==> config.mk <==
export PLATFORM = sky130hd
export DESIGN_NAME = ack_generator
export DESIGN_NICKNAME = d
export VERILOG_FILES = /design/src/rtl/types.sv /design/src/rtl/make_ack_comb.sv /design/src/rtl/ack_generator.sv
export SDC_FILE = /design/constraint.sdc
export NUM_CORES = 1
export LEC_CHECK = 0
export CAP_MARGIN = 5
export CORE_MARGIN = 2
export CORE_UTILIZATION = 62
export DETAILED_ROUTE_END_ITERATION = 6
export PLACE_DENSITY = 0.89
export SLEW_MARGIN = 20
export SYNTH_ARGS = -nofsm -noshare
export SYNTH_HDL_FRONTEND = slang
export SYNTH_SLANG_ARGS = --single-unit
==> constraint.sdc <==
create_clock -name clk -period 8.23 [get_ports clk]
set_input_delay 1.2345 -clock clk [delete_from_list [all_inputs] [get_ports clk]]
set_output_delay 1.2345 -clock clk [all_outputs]
set_load 0.02 [all_outputs]
==> src/rtl/types.sv <==
// Shared flit definitions and checksum helpers for the receive/ACK path.
// The checksum is an XOR of all header+payload bytes, seeded so an all-zero flit is invalid.
package types;

  typedef logic [3:0] node_id_t;

  typedef enum logic [2:0] {
    FT_NOP  = 3'd0,
    FT_HEAD = 3'd1,
    FT_BODY = 3'd2,
    FT_TAIL = 3'd3,
    FT_ACK  = 3'd4
  } flittype_t;

  typedef struct packed {
    flittype_t  flittype;
    node_id_t   src_id;
    node_id_t   dst_id;
    logic [7:0] flit_id;
    logic [4:0] rsvd;
  } header_t;

  typedef struct packed {
    header_t     header;
    logic [15:0] payload;
    logic [7:0]  checksum;
  } flit_t;

  // Identity of a delivered flit, used to suppress repeated ACKs
  typedef struct packed {
    node_id_t   src_id;
    logic [7:0] flit_id;
  } ack_key_t;

  localparam logic [7:0] CSUM_SEED = 8'h5A;

  function automatic logic [7:0] calculate_checksum_comb(input flit_t f);
    logic [39:0] b;
    b = {f.header, f.payload};
    return b[39:32] ^ b[31:24] ^ b[23:16] ^ b[15:8] ^ b[7:0] ^ CSUM_SEED;
  endfunction

  function automatic logic checksum_ok(input flit_t f);
    return f.checksum == calculate_checksum_comb(f);
  endfunction

endpackage

==> src/rtl/make_ack_comb.sv <==
// Turns an (already ACK-typed) received flit into its ACK: swaps src/dst and
// recomputes the checksum over the final header.
module make_ack_comb
  import types::*;
(
  input  flit_t flit_in,
  output flit_t ack_flit
);

  flit_t a;

  always_comb begin
    a               = flit_in;
    a.header.src_id = flit_in.header.dst_id;
    a.header.dst_id = flit_in.header.src_id;
    a.checksum      = calculate_checksum_comb(a);
    ack_flit        = a;
  end

endmodule

==> src/rtl/ack_generator.sv <==
// Receive-side ACK stage: S1 capture/filter, ACK build, FWFT ACK FIFO.
// Optional ACK_DEDUP_EN suppresses an ACK repeating the last pushed (src_id, flit_id).
module ack_generator
  import types::*;
#(
  parameter int DEPTH      = 4,
  parameter int DROP_CNT_W = 8
) (
  input  logic                  clk,
  input  logic                  rst_n,
  input  node_id_t              this_node_id,
  input  logic                  flit_in_valid,
  input  flit_t                 flit_in,
  output logic                  flit_in_ready,
  output logic                  ack_out_valid,
  output flit_t                 ack_out,
  input  logic                  ack_out_ready,
  output logic [DROP_CNT_W-1:0] drop_count
);

  localparam int AW = $clog2(DEPTH);
  localparam int CW = AW + 1;
  localparam logic [CW-1:0] DEPTH_C = CW'(DEPTH);

  logic          s1_valid;
  flit_t         s1_flit;
  flit_t         s1_typed;
  flit_t         ack_flit;
  flit_t         mem [DEPTH];
  logic [AW-1:0] wr_ptr, rd_ptr;
  logic [CW-1:0] count, occ;
  logic          accept, type_ok, dst_ok, csum_ok, ackable, push, pop, drop_inc;

  assign accept = flit_in_valid & flit_in_ready;

  always_comb begin
    s1_typed                 = s1_flit;
    s1_typed.header.flittype = FT_ACK;
    type_ok = s1_flit.header.flittype inside {FT_HEAD, FT_BODY, FT_TAIL};
    dst_ok  = s1_flit.header.dst_id == this_node_id;
    csum_ok = checksum_ok(s1_flit);
    ackable = s1_valid & type_ok & dst_ok & csum_ok;
  end

  make_ack_comb u_make_ack (
    .flit_in  (s1_typed),
    .ack_flit (ack_flit)
  );

`ifdef ACK_DEDUP_EN
  logic     last_ack_valid;
  ack_key_t last_ack;
  logic     dup_hit;

  assign dup_hit  = last_ack_valid &&
                    (last_ack == ack_key_t'{s1_flit.header.src_id, s1_flit.header.flit_id});
  assign push     = ackable & ~dup_hit;
  assign drop_inc = s1_valid & (~csum_ok | (ackable & dup_hit));

  always_ff @(posedge clk) begin
    if (!rst_n) begin
      last_ack_valid <= 1'b0;
      last_ack       <= '0;
    end else if (push) begin
      last_ack_valid <= 1'b1;
      last_ack       <= ack_key_t'{s1_flit.header.src_id, s1_flit.header.flit_id};
    end
  end
`else
  assign push     = ackable;
  assign drop_inc = s1_valid & ~csum_ok;
`endif

  // Ready reserves a slot for whatever sits in S1, so a push never meets a full FIFO
  assign occ           = count + CW'(s1_valid);
  assign flit_in_ready = occ < DEPTH_C;
  assign ack_out_valid = count != '0;
  assign ack_out       = mem[rd_ptr];
  assign pop           = ack_out_valid & ack_out_ready;

  always_ff @(posedge clk) begin
    if (!rst_n) begin
      s1_valid   <= 1'b0;
      s1_flit    <= '0;
      wr_ptr     <= '0;
      rd_ptr     <= '0;
      count      <= '0;
      drop_count <= '0;
      for (int i = 0; i < DEPTH; i++) mem[i] <= '0;
    end else begin
      s1_valid <= accept;
      if (accept) s1_flit <= flit_in;
      if (push) begin
        mem[wr_ptr] <= ack_flit;
        wr_ptr      <= wr_ptr + 1'b1;
      end
      if (pop) rd_ptr <= rd_ptr + 1'b1;
      case ({push, pop})
        2'b10:   count <= count + 1'b1;
        2'b01:   count <= count - 1'b1;
        default: ;
      endcase
      if (drop_inc && !(&drop_count)) drop_count <= drop_count + 1'b1;
    end
  end

endmodule
==> summary.md, run 1 <==
| Metric | Value |
|---|---|
| Status | `finished, final reports clean` |
| DRC Markers | `0` |
| Type of destination of the critical path | `flip-flop` |
| Synth cell types | `36` |
| Synth-to-layout area growth | `17.5%` |
| Most common cell after layout, fill and taps aside | `edfxtp_1` |
| Routability cong. | `0.798` |
| Pin count of the biggest net entering global routing | `96` |
| Sink Count | `250` |
| Post-DRT Antenna Nets | `0` |
| I/O pins | `114` |
| Unrepaired setup endpoints after global routing | `false` |
| Mux cell area share after synthesis | `0.100` |
| Synth Warn # | `0` |
| # fillers | `1068` |
| Die Wd | `139 microns` |
| First-pass GRT wire length | `40.4 mm` |
| Number of synthesized flops with an enable pin | `184` |
| Max Slew Vio Count | `0` |
| Area of the multi-input gates | `4120 sq um` |
| Routed wl met2 | `13.3 mm` |
| Final TNS setup | `0 ns` |
| Critical path required time | `8.38 ns` |
| Top FF cell, synth | `edfxtp_1` |
| Avg Cell Area, Syn | `13.0 sq um` |
| Post-DP HPWL | `15.6 mm` |
| Initial Utilization | `0.633` |
| M1 WL | `9.89 mm` |
| Most frequent cells in the layout | `184 x edfxtp_1, 112 x nand2_1, 111 x clkdlybuf4s50_1` |
| Die Ht | `139 microns` |
| Clock skew | `0.0129 ns` |
| Post-DP Area | `12600 sq um` |
| MaxCap Viol Count | `0` |
| Tot GR Track Use | `0.270` |
| GRT overflow | `0` |
| Simple-gate share of the synthesized area | `0.171` |
| Postcts setup bufs | `0` |
| DR pass1 iterations | `5` |
| Clock Latency Late Sink | `0.52 ns` |
| Main combinational cell family by area after synthesis | `simple AND/OR/NAND/NOR gates` |
| Clock transition at path regs | `0.06 ns` |
| Clk buf depth | `3` |
| Antenna fix cells | `0` |
| Via/cell ratio | `6.10` |
| Share of cells above drive strength 1 | `0.190` |
| Design area | `13400 sq um` |
| CP max FO | `59` |
| Final wirelength | `26.1 mm` |
| Power per standard cell area | `201 nW/um^2` |
| Register bit count reported by yosys | `250` |
| Drt wl/cell | `21.7 microns` |
| Leak pwr | `4.42 nW` |
| Die area | `19400 sq um` |
| Worst slew pin tran | `1.14 ns` |
| Maximum resistive drop on vdd | `198 uV` |
| Final min period | `4.41 ns` |
| Initial antenna violation count | `0` |
| Vias in the first global route | `7350` |
| CTS Buf Count | `24` |
| H-tree depth | `1` |
| Sequential-to-total area share from yosys stat | `0.603` |
| FF/Latch Area | `6850 sq um` |
| Root buffer cell | `clkbuf_16` |
| Setup violators final | `0` |
| Port-buffer cells | `111` |
| CTS Hold Buffers Added | `0` |
| CP Class | `reg2reg` |
| Startpoint types | `flip-flop` |
| Core Region | `18000 sq um` |
| Final Hold Viols | `0` |
| Synth Area in Compound Gates | `0.0283` |
| Fmax | `227 MHz` |
| Area of the mapped netlist | `11400 sq um` |
| CTS resizes | `0` |
| Fin crit share | `0.535` |
| Met3 WL post-DR | `2.26 mm` |
| Via count | `7333` |
| Initial DRC Count | `855` |
| Cells after Synth | `873` |
| XOR/XNOR share of the synthesized area | `0.0532` |
| Arr. time, crit path | `4.56 ns` |
| Adder-cell share of the synthesized area | `0.00396` |
| Final net count | `1015` |
| Worst min path class | `reg2reg` |
| Worst rel slew slack | `0.239` |
| Max layer used | `met4` |
| TritonCTS clock tree | `done` |
| Row Count | `49` |
| Ys async rst share | `0` |
power by group:
part           switching, mW  internal [mW]  total (mW)
sequential            0.0248           1.39        1.42
combinational          0.131         0.0971       0.228
clock                  0.451          0.587        1.04
total                  0.607           2.08        2.68
per-stage QoR:
step / hold WS, ns / setup WS (ns) / std cells / total power, mW / util
5_1_grt: 0.497 / 3.65 / 1202 / 2.75 / 0.743
4_1_cts: 0.468 / 3.86 / 1202 / 2.68 / 0.743
2_1_floorplan: 0.437 / 2.32 / 874 / 1.58 / -
6_report: 0.466 / 3.82 / 1202 / 2.68 / 0.743
3_3_place_gp: 0.449 / 3.43 / 1159 / 1.66 / 0.703
3_5_place_dp: 0.459 / 3.35 / 1159 / 1.67 / 0.703
flip-flops by register name (all words and copies together) (netlist names), named ones only:
name	flops
rd_ptr	2
drop_count	8
s1_valid	1
wr_ptr	2
s1_flit	48
count	3
mem	184
per-layer routing:
layer | track usage | vias to the layer above
li1 | - | 3285
met1 | 0.361 | 3611
met2 | 0.454 | 387
met3 | 0.0440 | 50
met4 | 0.0973 | 0
met5 | 0 | -
layout make-up:
class | instances | share of cell area
Sequential cell | 250 | 0.513
Multi-Input combinational cell | 512 | 0.308
Timing Repair Buffer | 123 | 0.0900
Clock buffer | 33 | 0.0491
Tap cell | 229 | 0.0215
Inverter | 45 | 0.0127
Clock inverter | 10 | 0.00525
synthesized netlist by cell type, types with 4 or more instances:
cell type / count / area [sq um]
a21oi_1: 56 / 280
mux2i_1: 10 / 100
inv_1: 44 / 165
buf_4: 10 / 75.1
and2_1: 4 / 25.0
mux4_2: 46 / 1040
nor3_1: 55 / 275
clkbuf_1: 44 / 165
edfxtp_1: 184 / 5530
nor2_1: 56 / 210
dfxtp_1: 66 / 1320
nand3_1: 6 / 30.0
buf_1: 7 / 26.3
o21ai_0: 5 / 25.0
nand2_1: 115 / 432
nor3_2: 81 / 811
xnor3_1: 11 / 248
xor2_1: 13 / 114
buf_2: 6 / 30.0
nand2b_1: 8 / 50.1
xnor2_1: 24 / 210
final timing paths:
kind / startpoint / endpoint / slack (ns) / cells after the start
max reg2reg: s1_flit[26] / mem[2][14] / 3.82 / 7
min reg2reg: s1_flit[7] / s1_flit[7] / 0.47 / 2
max: s1_flit[26] / mem[2][14] / 3.82 / 7
min: s1_flit[7] / s1_flit[7] / 0.47 / 2
critical path, cell delays in order (launching register included):
cell and delay, ns:
dfxtp_1 0.35, xnor2_2 0.28, xnor3_1 0.50, nor4_4 0.61, nand4_4 0.63, buf_4 0.60
o21ai_4 0.49, buf_4 0.54
kinds of logic after synthesis:
logic type / after synthesis
XOR/XNOR: 50
buffers and inverters: 112
other: 1
multiplexers: 56
flip-flops: 250
AO/OA/AOI/OAI: 63
AND/OR/NAND/NOR: 338
adder cells (fa/ha/maj): 3
Note: power is estimated with default switching activity, not from simulation.
==> run 2, diff against run 1 <==
--- a/config.mk
+++ b/config.mk
@@ -7,9 +7,9 @@
 export LEC_CHECK = 0
 export CAP_MARGIN = 5
 export CORE_MARGIN = 2
-export CORE_UTILIZATION = 62
+export CORE_UTILIZATION = 52
 export DETAILED_ROUTE_END_ITERATION = 6
-export PLACE_DENSITY = 0.89
+export PLACE_DENSITY = 0.8
 export SLEW_MARGIN = 20
 export SYNTH_ARGS = -nofsm -noshare
 export SYNTH_HDL_FRONTEND = slang
==> constraint.sdc (replaced) <==
create_clock -name clk -period 3.55 [get_ports clk]
set_input_delay 0.5325 -clock clk [delete_from_list [all_inputs] [get_ports clk]]
set_output_delay 0.5325 -clock clk [all_outputs]
set_load 0.02 [all_outputs]
==> summary.md, run 2 (synthesis gave the netlist of run 1 again) <==
| Metric | Value |
|---|---|
| CP Class | `reg2reg` |
| Most frequent cells in the layout | `184 x edfxtp_1, 112 x nand2_1, 111 x clkdlybuf4s50_1` |
| Unrepaired setup endpoints after global routing | `false` |
| DRC Markers | `0 (unchanged)` |
| Worst min path class | `reg2reg` |
| Pin count of the biggest net entering global routing | `73 (-24%)` |
| Comb pwr share | `0.084 (about the same)` |
| Share of cells above drive strength 1 | `0.208 (+0.0180)` |
| Routability cong. | `0.799 (+0.14%)` |
| Root buffer cell | `clkbuf_16` |
| H-tree depth | `1 (unchanged)` |
| Final TNS setup | `0 ns (unchanged)` |
| Via count | `7223 (-1.5%)` |
| Final net count | `1026 (+1.1%)` |
| Startpoint types | `flip-flop` |
| Largest reg by FF count | `mem` |
| Fmax | `325 MHz (+43%)` |
| Status | `finished, final reports clean` |
| TritonCTS clock tree | `done` |
| Core Region | `21600 sq um (+20%)` |
| Initial DRC Count | `647 (-24%)` |
| Hold Path Stages | `2 (unchanged)` |
| Worst r2r src | `s1_flit[24]` |
| Top flop regs | `mem (184), s1_flit (48), drop_count (8)` |
| Power per standard cell area | `473 nW/um^2 (+140%)` |
| Clock skew | `0.0227 ns (+0.00982 ns)` |
| Final wirelength | `26.0 mm (-0.31%)` |
| Fin crit share | `0.866 (+0.331)` |
| Clk pwr share | `0.409 (+0.022)` |
| R2r setup slk | `0.47 ns (-3.35 ns)` |
| Final Hold Viols | `0 (unchanged)` |
| Maximum resistive drop on vdd | `288 uV (+46%)` |
| WHS Endpoint | `s1_flit[7]` |
| Post-DP HPWL | `16.4 mm (+5.4%)` |
| Drt wl/cell | `20.6 microns (-5.3%)` |
| Initial Utilization | `0.526 (-0.107)` |
| First-pass GRT wire length | `40.1 mm (-0.85%)` |
| Leak pwr | `4.54 nW (+2.8%)` |
| DR pass1 iterations | `5 (unchanged)` |
| Antenna fix cells | `0 (unchanged)` |
| Row Count | `54 (+10%)` |
| Initial antenna violation count | `0 (unchanged)` |
| Worst min-delay path startpoint | `s1_flit[7]` |
| Sw frac | `0.224 (-0.00255)` |
| Sequential share of power | `0.507 (-0.021)` |
| Int Power | `5.02 mW (+140%)` |
| CP max FO | `10 (-83%)` |
| NetSw | `1.45 mW (+140%)` |
| Arr. time, crit path | `3.50 ns (-1.06 ns)` |
| CTS Buf Count | `25 (+4.2%)` |
| GRT overflow | `0 (unchanged)` |
| # fillers | `1635 (+53%)` |
| Type of destination of the critical path | `flip-flop` |
| Design Power | `6.46 mW (+140%)` |
| MaxCap Viol Count | `0 (unchanged)` |
| CTS Hold Buffers Added | `0 (unchanged)` |
| Final min period | `3.08 ns (-1.33 ns)` |
| Die area | `23100 sq um (+19%)` |
| Vias in the first global route | `7205 (-2.0%)` |
| Setup violators final | `0 (unchanged)` |
| Max Slew Vio Count | `0 (unchanged)` |
| Final Util | `0.632 (-0.111)` |
| I/O pins | `114 (unchanged)` |
| Port-buffer cells | `111 (unchanged)` |
| Synth-to-layout area growth | `20.2%` |
| Via/cell ratio | `5.71 (-6.4%)` |
| Worst r2r path cells | `10 (+3)` |
| Clock transition at path regs | `0.06 ns (about the same)` |
| Postcts setup bufs | `0 (unchanged)` |
| Die Wd | `152 microns (+8.9%)` |
| RR Endpoint | `count[2]` |
| CTS resizes | `0 (unchanged)` |
| Most common cell after layout, fill and taps aside | `edfxtp_1` |
| Die Ht | `152 microns (+8.9%)` |
| Clk buf depth | `3 (unchanged)` |
| Sink Count | `250 (unchanged)` |
| Worst slew pin tran | `1.00 ns (-0.140 ns)` |
| Critical path required time | `3.98 ns (-4.40 ns)` |
| Post-DRT Antenna Nets | `0 (unchanged)` |
| Max reg flops | `184 (unchanged)` |
| Worst rel slew slack | `0.332 (+0.0932)` |
| Clock Latency Late Sink | `0.52 ns (about the same)` |
| Tot GR Track Use | `0.222 (-0.0484)` |
[run 2: worst max-delay path, cell delays in order (launching register included)]
cell,delay [ns]
dfxtp_1,0.34
xnor2_1,0.43
xnor3_1,0.39
and4_1,0.36
nand3_1,0.18
ha_1,0.21
inv_1,0.07
fa_1,0.37
xor2_1,0.16
or3_1,0.32
a21oi_1,0.14
[run 2: through the flow]
stage | std cells | worst slack [ns] | hold slack [ns] | instance area (sq um)
after floorplan | 874 | -0.0372 | 0.437 | 11400
after global placement | 1220 | 0.525 | 0.446 | 12800
after detailed placement | 1220 | 0.478 | 0.452 | 12800
after CTS | 1265 | 0.480 | 0.460 | 13700
after global routing | 1265 | 0.297 | 0.479 | 13700
final | 1265 | 0.474 | 0.460 | 13700
[run 2: power groups by stage]
stage / registers (mW) / clock network, mW / logic (mW)
6_report: 3.28 / 2.64 / 0.542
5_1_grt: 3.29 / 2.78 / 0.575
4_1_cts: 3.28 / 2.66 / 0.543
3_5_place_dp: 3.34 / 0 / 0.538
3_3_place_gp: 3.33 / 0 / 0.533
2_1_floorplan: 3.32 / 0 / 0.323
[run 2: area by class of cell]
class | instances | area (sq um) | area share
Sequential cell | 250 | 6850 | 0.502
Multi-Input combinational cell | 512 | 4120 | 0.301
Timing Repair Buffer | 133 | 1350 | 0.0989
Clock buffer | 31 | 668 | 0.0489
Tap cell | 280 | 350 | 0.0256
Inverter | 45 | 169 | 0.0124
Clock inverter | 14 | 151 | 0.0111
[run 2: worst max-delay path by stage]
stage,start,end,slack [ns],cells after the start
floorplan,s1_flit[15],mem[0][0],-0.04,6
global placement,this_node_id[1],count[2],0.53,11
detailed placement,this_node_id[1],count[2],0.48,11
CTS,s1_flit[10],count[2],0.48,10
global route,s1_flit[10],count[2],0.30,10
finish,s1_flit[24],count[2],0.47,10
[run 2: routing by layer]
metal  wire [microns]  global-route usage
met4              540              0.0623
met3             1700              0.0311
met5                0                   0
met1            11000               0.307
met2            12800               0.372
